**config.mk**
```make
export PLATFORM = sky130hd
export DESIGN_NAME = seq_det_ctrl
export DESIGN_NICKNAME = d
export VERILOG_FILES = /design/src/rtl/seq_det_pkg.sv /design/src/rtl/seq_match_core.sv /design/src/rtl/seq_det_ctrl.sv
export SDC_FILE = /design/constraint.sdc
export NUM_CORES = 1
export LEC_CHECK = 0
export ABC_CLOCK_PERIOD_IN_PS = 2600
export CAP_MARGIN = 15
export CORE_MARGIN = 4
export CORE_UTILIZATION = 49
export CTS_CLUSTER_DIAMETER = 30
export DETAILED_ROUTE_END_ITERATION = 8
export GPL_TIMING_DRIVEN = 1
export PLACE_DENSITY = 0.87
export SYNTH_ARGS = -nofsm -noshare
export SYNTH_HDL_FRONTEND = slang
export SYNTH_HIERARCHICAL = 1
export SYNTH_SLANG_ARGS = --single-unit
```
**constraint.sdc**
```tcl
create_clock -name clk -period 2.6 [get_ports clk]
set_input_delay 0.78 -clock clk [delete_from_list [all_inputs] [get_ports clk]]
set_output_delay 0.78 -clock clk [all_outputs]
set_load 0.03 [all_outputs]
```
**src/rtl/seq_det_pkg.sv**
```systemverilog
// Shared types and defaults for the programmable serial-pattern recognizer.
package seq_det_pkg;

  localparam int MAX_LEN_DEF = 8;
  localparam int LEN_W_DEF   = 4;
  localparam int CNT_W_DEF   = 8;

  typedef enum logic [1:0] {
    IDLE = 2'd0,
    FILL = 2'd1,
    RUN  = 2'd2,
    DONE = 2'd3
  } state_t;

  function automatic logic len_ok(input logic [31:0] len, input logic [31:0] max_len);
    return (len != 32'd0) && (len <= max_len);
  endfunction

endpackage

```
**src/rtl/seq_match_core.sv**
```systemverilog
// Window shift register, fill counter and length-masked pattern compare.
module seq_match_core #(
  parameter int MAX_LEN = 8,
  parameter int LEN_W   = 4
) (
  input  logic               clk,
  input  logic               rst,
  input  logic               shift_en,
  input  logic               clear,
  input  logic               x,
  input  logic [LEN_W-1:0]   len,
  input  logic [MAX_LEN-1:0] pattern,
  output logic               hit,
  output logic               full
);

  logic [MAX_LEN-1:0] window;
  logic [MAX_LEN-1:0] win_next;
  logic [MAX_LEN-1:0] mask;
  logic [LEN_W-1:0]   fill;

  // hit and full look at the window including the bit being shifted in now
  assign win_next = {window[MAX_LEN-2:0], x};
  assign hit      = ((win_next ^ pattern) & mask) == '0;
  assign full     = ({1'b0, fill} + {{LEN_W{1'b0}}, 1'b1}) >= {1'b0, len};

  always_comb begin
    mask = '0;
    for (int i = 0; i < MAX_LEN; i++) begin
      mask[i] = (i < int'(len));
    end
  end

  always_ff @(posedge clk or posedge rst) begin
    if (rst) begin
      window <= '0;
      fill   <= '0;
    end else if (clear) begin
      window <= '0;
      fill   <= '0;
    end else if (shift_en) begin
      window <= win_next;
      if (fill != LEN_W'(MAX_LEN)) begin
        fill <= fill + {{(LEN_W-1){1'b0}}, 1'b1};
      end
    end
  end

endmodule

```
**src/rtl/seq_det_ctrl.sv**
```systemverilog
// Run controller for the programmable recognizer: config port, FSM, match counter.
module seq_det_ctrl
  import seq_det_pkg::*;
#(
  parameter int MAX_LEN = MAX_LEN_DEF,
  parameter int LEN_W   = LEN_W_DEF,
  parameter int CNT_W   = CNT_W_DEF
) (
  input  logic               clk,
  input  logic               rst,
  input  logic               cfg_valid,
  output logic               cfg_ready,
  input  logic [MAX_LEN-1:0] cfg_pattern,
  input  logic [LEN_W-1:0]   cfg_len,
  input  logic [CNT_W-1:0]   cfg_target,
  output logic               cfg_err,
  input  logic               start,
  input  logic               abort,
  input  logic               x,
  input  logic               x_valid,
  output logic               y,
  output logic [CNT_W-1:0]   match_cnt,
  output logic               busy,
  output logic               done
);

  state_t             state, state_n;
  logic [MAX_LEN-1:0] pat_r;
  logic [LEN_W-1:0]   len_r;
  logic [CNT_W-1:0]   tgt_r;
  logic               cfg_ok;
  logic [CNT_W-1:0]   cnt_inc;

  logic start_ok, cfg_acc, cfg_legal, run_start;
  logic shift_en, core_clear, match;
  logic hit, full;

  seq_match_core #(
    .MAX_LEN (MAX_LEN),
    .LEN_W   (LEN_W)
  ) u_core (
    .clk      (clk),
    .rst      (rst),
    .shift_en (shift_en),
    .clear    (core_clear),
    .x        (x),
    .len      (len_r),
    .pattern  (pat_r),
    .hit      (hit),
    .full     (full)
  );

  assign cfg_ready = (state == IDLE) || (state == DONE);
  assign busy      = (state == FILL) || (state == RUN);
  assign done      = (state == DONE);
  assign cfg_legal = len_ok(32'(cfg_len), 32'(MAX_LEN));
  assign cnt_inc   = (match_cnt == '1) ? match_cnt : match_cnt + {{(CNT_W-1){1'b0}}, 1'b1};
  assign start_ok  = start && (((state == IDLE) && cfg_ok) || (state == DONE));

  // Priority: abort > start > config handshake > serial bit
  always_comb begin
    state_n    = state;
    core_clear = 1'b0;
    shift_en   = 1'b0;
    cfg_acc    = 1'b0;
    match      = 1'b0;
    run_start  = 1'b0;
    if (abort) begin
      state_n    = IDLE;
      core_clear = 1'b1;
    end else if (start_ok) begin
      state_n    = FILL;
      core_clear = 1'b1;
      run_start  = 1'b1;
    end else if (cfg_valid && cfg_ready) begin
      cfg_acc = 1'b1;
      state_n = IDLE;
    end else if (x_valid && ((state == FILL) || (state == RUN))) begin
      shift_en = 1'b1;
      if (state == RUN) begin
        match = hit;
      end else begin
        match = hit && full;
        if (full) state_n = RUN;
      end
      if (match && (tgt_r != '0) && (cnt_inc == tgt_r)) state_n = DONE;
    end
  end

  always_ff @(posedge clk or posedge rst) begin
    if (rst) begin
      state     <= IDLE;
      pat_r     <= '0;
      len_r     <= '0;
      tgt_r     <= '0;
      cfg_ok    <= 1'b0;
      cfg_err   <= 1'b0;
      y         <= 1'b0;
      match_cnt <= '0;
    end else begin
      state   <= state_n;
      y       <= match;
      cfg_err <= cfg_acc && !cfg_legal;
      if (cfg_acc && cfg_legal) begin
        pat_r  <= cfg_pattern;
        len_r  <= cfg_len;
        tgt_r  <= cfg_target;
        cfg_ok <= 1'b1;
      end
      if (run_start) begin
        match_cnt <= '0;
      end else if (match) begin
        match_cnt <= cnt_inc;
      end
    end
  end

endmodule

```
==> results of run 1 <==
[where the power goes]
part	switching [mW]	total [mW]	internal, mW
sequential	0.202	1.07	0.866
clock	0.237	0.425	0.188
combinational	0.468	0.998	0.530
[cell usage after synthesis (all sizes together) (2+ instances only)]
library cell | instances | area (sq um)
a211oi | 2 | 15.01
a21o | 4 | 30.03
a21oi | 23 | 133.9
a31oi | 8 | 50.05
and3 | 4 | 25.02
buf | 6 | 48.79
clkbuf | 4 | 15.01
dfrtp | 44 | 1101
ha | 11 | 137.6
inv | 15 | 56.30
mux2 | 19 | 214.0
mux2i | 7 | 70.07
nand2 | 16 | 60.06
nand2b | 5 | 31.28
nand3 | 6 | 42.54
nand4 | 2 | 12.51
nor2 | 18 | 67.56
nor2b | 2 | 12.51
nor3 | 7 | 35.03
nor4 | 2 | 18.77
o211ai | 2 | 15.01
o21ai | 14 | 70.07
o31ai | 3 | 22.52
xnor2 | 16 | 140.1
xor2 | 3 | 26.28
[cell type report]
| type | count | area share |
|---|---|---|
| Multi-Input combinational cell | 190 | 0.4340 |
| Sequential cell | 44 | 0.3370 |
| Timing Repair Buffer | 57 | 0.1592 |
| Tap cell | 70 | 0.02672 |
| Clock buffer | 6 | 0.02214 |
| Inverter | 15 | 0.01718 |
| Clock inverter | 2 | 0.003817 |
[stage by stage]
step                      worst slack (ns)  utilization  cell area (sq um)  hold WS, ns
after floorplan                  0.0005842            -               2591       0.4350
after global placement             -0.5194       0.6134               3133       0.4563
after detailed placement           -0.5683       0.6134               3133       0.4808
after CTS                          0.01802       0.6340               3238       0.4993
after global routing               -0.1174       0.6418               3278       0.5376
final                             0.001399       0.6418               3278       0.4848
[worst max path at each step]
stage / startpoint / endpoint / slack, ns / cells past startpoint
final: u_core/fill[1]$_DFFE_PP0P_ / state[1]$_DFFE_PP0P_ / 0.001 / 12
after global routing: u_core/fill[0]$_DFFE_PP0P_ / state[0]$_DFFE_PP0P_ / -0.12 / 12
after CTS: u_core/fill[0]$_DFFE_PP0P_ / state[1]$_DFFE_PP0P_ / 0.02 / 12
after detailed placement: x / state[1]$_DFFE_PP0P_ / -0.57 / 11
after global placement: x / state[1]$_DFFE_PP0P_ / -0.52 / 11
after floorplan: match_cnt[1]$_DFFE_PP0P_ / state[1]$_DFFE_PP0P_ / 0.0006 / 9
[metal layers]
layer | up-vias | wire length (microns)
li1 | 1036 | -
met1 | 1057 | 2565
met2 | 86 | 2954
met3 | 15 | 440
met4 | 0 | 152
met5 | - | 0
[cell families after synthesis]
logic type | count (synthesis)
xor gates and xnor gates | 19
AOI/OAI and AO/OA | 66
buffers and inverters | 25
DFF | 44
adders and majority gates | 11
and+or+nand+nor | 68
muxes | 26
[what timing repair did]
action | CTS | global route
cloned | 0 | 0
buffers inserted | 1 | 0
pin swaps | 2 | 10
hold endpoints to repair | 0 | 0
gates resized for setup | 7 | 13
setup endpoints to repair | 9 | 10
[flip-flops by register name (all words and copies together), names as in the netlist]
signal,cells
cfg_err,1
cfg_ok,1
len_r,4
match_cnt,8
pat_r,8
state,2
tgt_r,8
u_core/fill,4
u_core/window,7
y,1
==> flow_metrics.env, run 1 <==
export IMPL_core_sq_mm=0.005107
export IMPL_min_to="cfg_ok$_DFFE_PP0P_"
export IMPL_nets=351
export IMPL_worstReg2RegStart="u_core/fill[1]$_DFFE_PP0P_"
export IMPL_reg2reg_slack_ns=0.001
export IMPL_endpoint_kind="flip-flop"
export IMPL_critPathKind="flip-flop to flip-flop"
export IMPL_tightest_slew_ns=0.4481
export IMPL_use_met2=0.3262
export IMPL_netlist_area_sq_mm=0.002590
export IMPL_antenna_found_initial=0
export IMPL_async_reset_ff_frac=1.000
export IMPL_io_buffers=39
export IMPL_top_usage_layer="met2"
export IMPL_ant_nets=0
export IMPL_drive_gt1_frac=0.2134
export IMPL_final_seq_area_sq_mm=0.001105
export IMPL_synthMuxAreaShare=0.1097
export IMPL_min_path_cells=1
export IMPL_grt_pass1_vias=2144
export IMPL_rows=26
export IMPL_routedWlPerCell_microns=15.92
export IMPL_crit_chain="inv_2 -> ha_4 -> ha_4 -> a21o_1 -> a21oi_2 -> o21ai_2 -> o21ai_2 -> a21oi_1 -> o211ai_1 -> a211o_1 -> or4_4 -> a31oi_1"
export IMPL_critPathMaxFanout=4
export IMPL_ir_worst_vdd_uv=391.3
export IMPL_slew_headroom=0.7010
export IMPL_cts_sinks=44
export IMPL_finalSetupViolCount=0
export IMPL_multi_input_area_sq_mm=0.001423
export IMPL_critPathSlowestCell="dfrtp_1"
export IMPL_cts_buffers_inserted=5
export IMPL_synthDistinctLibCells=48
export IMPL_start_util=0.5071
export IMPL_required_ns=2.83
export IMPL_vias=2194
export IMPL_clkTransAtPathRegs_ns=0.09
export IMPL_cellPowerDensity_mw_per_mm2=759.7
export IMPL_cp_top_family="compound AO/OA/AOI/OAI gates"
export IMPL_holdCritPathClass="flip-flop to flip-flop"
export IMPL_synth_main_ff_cell="dfrtp_1"
export IMPL_timing_final_crit_share=0.9995
export IMPL_cp_arrival_ns=2.83
export IMPL_h_tree_depth=2
export IMPL_synthAdderAreaFrac=0.05314
export IMPL_fmax_ghz=0.3848
export IMPL_insertion_delay_ns=0.31
export IMPL_grt_pass1_wl_mm=10.14
export IMPL_cts_tree="built"
export IMPL_maxSlewViolCount=0
export IMPL_synth_xor_area_share=0.06425
export IMPL_wirelength_mm=6.112
export IMPL_layout_area_overhead_vs_synth_pct=26.57
export IMPL_critPathBufInv=1
export IMPL_synth_fp_nets=297
export IMPL_ys_warn_count=6
export IMPL_cts_buffer_depth=2
export IMPL_min_delay_start="cfg_ok$_DFFE_PP0P_"
export IMPL_n_fill_cell=422
export IMPL_r2r_cells=12
export IMPL_place_congestion=0.9059
export IMPL_track_usage=0.2026
export IMPL_synth_area_per_cell_sq_um=10.00
export IMPL_drt_pre_antenna_iters=4
export IMPL_diodes=0
export IMPL_final_common_cell="dfrtp_1"
export IMPL_cp_start_kind="flip-flop"
export IMPL_ys_seq_area_frac=0.4251
export IMPL_synth_simple_area_share=0.1372
export IMPL_dpl_cell_count=375
export IMPL_synth_compound_area_frac=0.1643
export IMPL_clockRootBuffer="clkbuf_8"
export IMPL_synth_edf_count=0
export IMPL_overflow=0
export IMPL_instances_no_fill=384
export IMPL_status="completed"
export IMPL_hold_viol_final=0
export IMPL_ys_ff_latch=44
export IMPL_r2r_end="state[1]$_DFFE_PP0P_"
export IMPL_max_stage_delay_ns=0.42
export IMPL_grt_met3_usage=0.04709
export IMPL_grt_max_degree=34
export IMPL_fp_dieW_microns=80.70
export IMPL_dieArea_sq_mm=0.006512
export IMPL_layout_common_cells="41 x dfrtp_1, 36 x clkdlybuf4s50_1, 19 x a21oi_1, 19 x mux2_2, 18 x nor2_1"
export IMPL_drcViolationCount=0
export IMPL_p_leak_nw=1.352
export IMPL_ios=40
export IMPL_power_mw=2.491
export IMPL_met1_usage=0.2616
export IMPL_viasPerCell=5.714
export IMPL_rsz0062_at_grt="true"
export IMPL_drt_iter0_markers=252
export IMPL_cts_hold_buf=0
export IMPL_fin_crit_ns=2.599
export IMPL_die_y_microns=80.70
export IMPL_drv_cap=0
export IMPL_setup_tns_final_ns=0
export IMPL_synth_top_family_by_area="compound AO/OA/AOI/OAI gates"
export IMPL_synthCells=259
export IMPL_clock_skew_final_ns=0.01258
export IMPL_dp_hpwl_mm=4.422
Note: power is estimated with default switching activity, not from simulation.
==> run 2: changes to the inputs <==
Settings changed: CORE_MARGIN 4 to 2.
==> flow_metrics.env, run 2 (synthesis results as in run 1) <==
export IMPL_critPathMaxFanout=3
export IMPL_r2r_cells=10
export IMPL_vias=2299
export IMPL_worstReg2RegStart="len_r[0]$_DFFE_PP0P_"
export IMPL_sw_frac_of_total=0.3575
export IMPL_setup_slack_ns=-0.003681
export IMPL_die_y_microns=76.70
export IMPL_startpoint="len_r[0]$_DFFE_PP0P_"
export IMPL_grt_pass1_wl_mm=10.52
export IMPL_routedWlPerCell_microns=16.63
export IMPL_drt_iter0_markers=192
export IMPL_finalSetupViolCount=1
export IMPL_core_sq_mm=0.005107
export IMPL_cp_arrival_ns=2.83
export IMPL_min_to="cfg_ok$_DFFE_PP0P_"
export IMPL_clockRootBuffer="clkbuf_8"
export IMPL_min_path_cells=1
export IMPL_start_util=0.5071
export IMPL_wirelength_mm=6.517
export IMPL_drcViolationCount=0
export IMPL_io_buffers=39
export IMPL_layout_common_cells="39 x dfrtp_1, 36 x clkdlybuf4s50_1, 25 x buf_4"
export IMPL_grt_max_degree=17
export IMPL_required_ns=2.83
export IMPL_fin_crit_ns=2.604
export IMPL_p_clk_frac=0.193
export IMPL_cts_buffer_depth=2
export IMPL_cts_sinks=44
export IMPL_hold_ws_ns=0.4768
export IMPL_rows=26
export IMPL_ir_worst_vdd_uv=593.1
export IMPL_drt_pre_antenna_iters=4
export IMPL_critPathKind="flip-flop to flip-flop"
export IMPL_cellPowerDensity_mw_per_mm2=802.8
export IMPL_combPwrFrac=0.408
export IMPL_min_delay_start="cfg_ok$_DFFE_PP0P_"
export IMPL_n_fill_cell=393
export IMPL_tightest_slew_ns=0.4717
export IMPL_cts_buffers_inserted=5
export IMPL_clock_skew_final_ns=0.004691
export IMPL_viasPerCell=5.865
export IMPL_slew_headroom=0.6855
export IMPL_reg2reg_slack_ns=-0.004
export IMPL_dp_hpwl_mm=4.604
export IMPL_nets=359
export IMPL_internal_power_mw=1.751
export IMPL_holdCritPathClass="flip-flop to flip-flop"
export IMPL_drv_cap=0
export IMPL_insertion_delay_ns=0.31
export IMPL_place_congestion=0.9456
export IMPL_dieArea_sq_mm=0.005883
export IMPL_fp_dieW_microns=76.70
export IMPL_setup_tns_final_ns=-0.003681
export IMPL_violations="negative setup slack"
export IMPL_cp_start_kind="flip-flop"
export IMPL_track_usage=0.2243
export IMPL_fmax_ghz=0.3841
export IMPL_netSwitchingPower_uw=974.2
export IMPL_p_leak_nw=1.416
export IMPL_layout_area_overhead_vs_synth_pct=31.06
export IMPL_biggestRegsByFlops="match_cnt x8, pat_r x8, tgt_r x8"
export IMPL_endpoint_kind="flip-flop"
export IMPL_drive_gt1_frac=0.2516
export IMPL_ant_nets=0
export IMPL_rsz0062_at_grt="true"
export IMPL_h_tree_depth=2
export IMPL_hold_viol_final=0
export IMPL_final_common_cell="dfrtp_1"
export IMPL_diodes=0
export IMPL_r2r_end="state[1]$_DFFE_PP0P_"
export IMPL_cts_tree="built"
export IMPL_grt_pass1_vias=2204
export IMPL_seqPwrFrac=0.399
export IMPL_maxSlewViolCount=0
export IMPL_timing_final_crit_share=1.001
export IMPL_overflow=0
export IMPL_antenna_found_initial=0
export IMPL_status="finished, violations left"
export IMPL_ios=40
export IMPL_clkTransAtPathRegs_ns=0.08
[run 2: cell count changes in the layout (fill, tap and decap cells not counted), sizes merged]
cell / delta
buf: +9
bufinv: +1
clkbuf: -2
[run 2: per-stage QoR]
step | setup slack [ns] | power, mW | cell area (sq um) | util | std cells
2_1_floorplan | 0.0005842 | 1.664 | 2591 | - | 259
3_3_place_gp | -0.5320 | 1.929 | 3148 | 0.6164 | 377
3_5_place_dp | -0.5968 | 1.976 | 3148 | 0.6164 | 377
4_1_cts | -0.05554 | 2.548 | 3281 | 0.6423 | 387
5_1_grt | -0.1551 | 2.896 | 3395 | 0.6646 | 392
6_report | -0.003681 | 2.725 | 3395 | 0.6646 | 392
[run 2: cell type report]
class	instances	area, sq um	share of cell area
Timing Repair Buffer	65	581.8	0.1714
Tap cell	70	87.58	0.02580
Inverter	15	58.81	0.01732
Clock inverter	3	42.54	0.01253
Sequential cell	44	1107	0.3262
Multi-Input combinational cell	190	1448	0.4265
Clock buffer	5	68.82	0.02027
[run 2: critical path: stages, from the launching register on]
cell and delay (ns):
dfrtp_2 0.45, nor4_4 0.33, o22ai_2 0.12, a311o_1 0.34
a21oi_2 0.14, o21ai_2 0.08, a21oi_1 0.12, o211ai_1 0.10
a211o_1 0.26, or4_4 0.42, a31oi_1 0.16
[run 2: worst max-delay path by stage]
stage / end / slack, ns / depth (start not counted)
2_1_floorplan: state[1]$_DFFE_PP0P_ / 0.0006 / 9
3_5_place_dp: state[1]$_DFFE_PP0P_ / -0.60 / 11
6_report: state[1]$_DFFE_PP0P_ / -0.004 / 10
4_1_cts: state[0]$_DFFE_PP0P_ / -0.06 / 12
3_3_place_gp: state[1]$_DFFE_PP0P_ / -0.53 / 11
5_1_grt: state[1]$_DFFE_PP0P_ / -0.16 / 10
[run 2: power groups by stage]
| stage | clock (mW) | combinational [mW] | sequential (mW) |
|---|---|---|---|
| after floorplan | 0 | 0.643 | 1.02 |
| after global placement | 0 | 0.866 | 1.06 |
| after detailed placement | 0 | 0.903 | 1.07 |
| after CTS | 0.534 | 0.953 | 1.06 |
| after global routing | 0.565 | 1.22 | 1.11 |
| final | 0.526 | 1.11 | 1.09 |
[run 2: layer usage]
layer | up-vias | global-route usage | part of all wire | wire length [microns]
met5 | - | 0 | 0 | 0
met4 | 0 | 0.1055 | 0.026 | 172
met3 | 16 | 0.04941 | 0.067 | 437
met2 | 99 | 0.3640 | 0.50 | 3238
met1 | 1133 | 0.2851 | 0.41 | 2668
li1 | 1051 | - | - | -
[run 2: what timing repair did]
item                                    CTS  global route
buffers inserted                          2             5
hold buffers                              0             0
endpoints found under the setup margin   12             9
endpoints found under the hold margin     0             0
resized for setup                        10            18
pin swaps                                11             7
gates cloned                              0             0
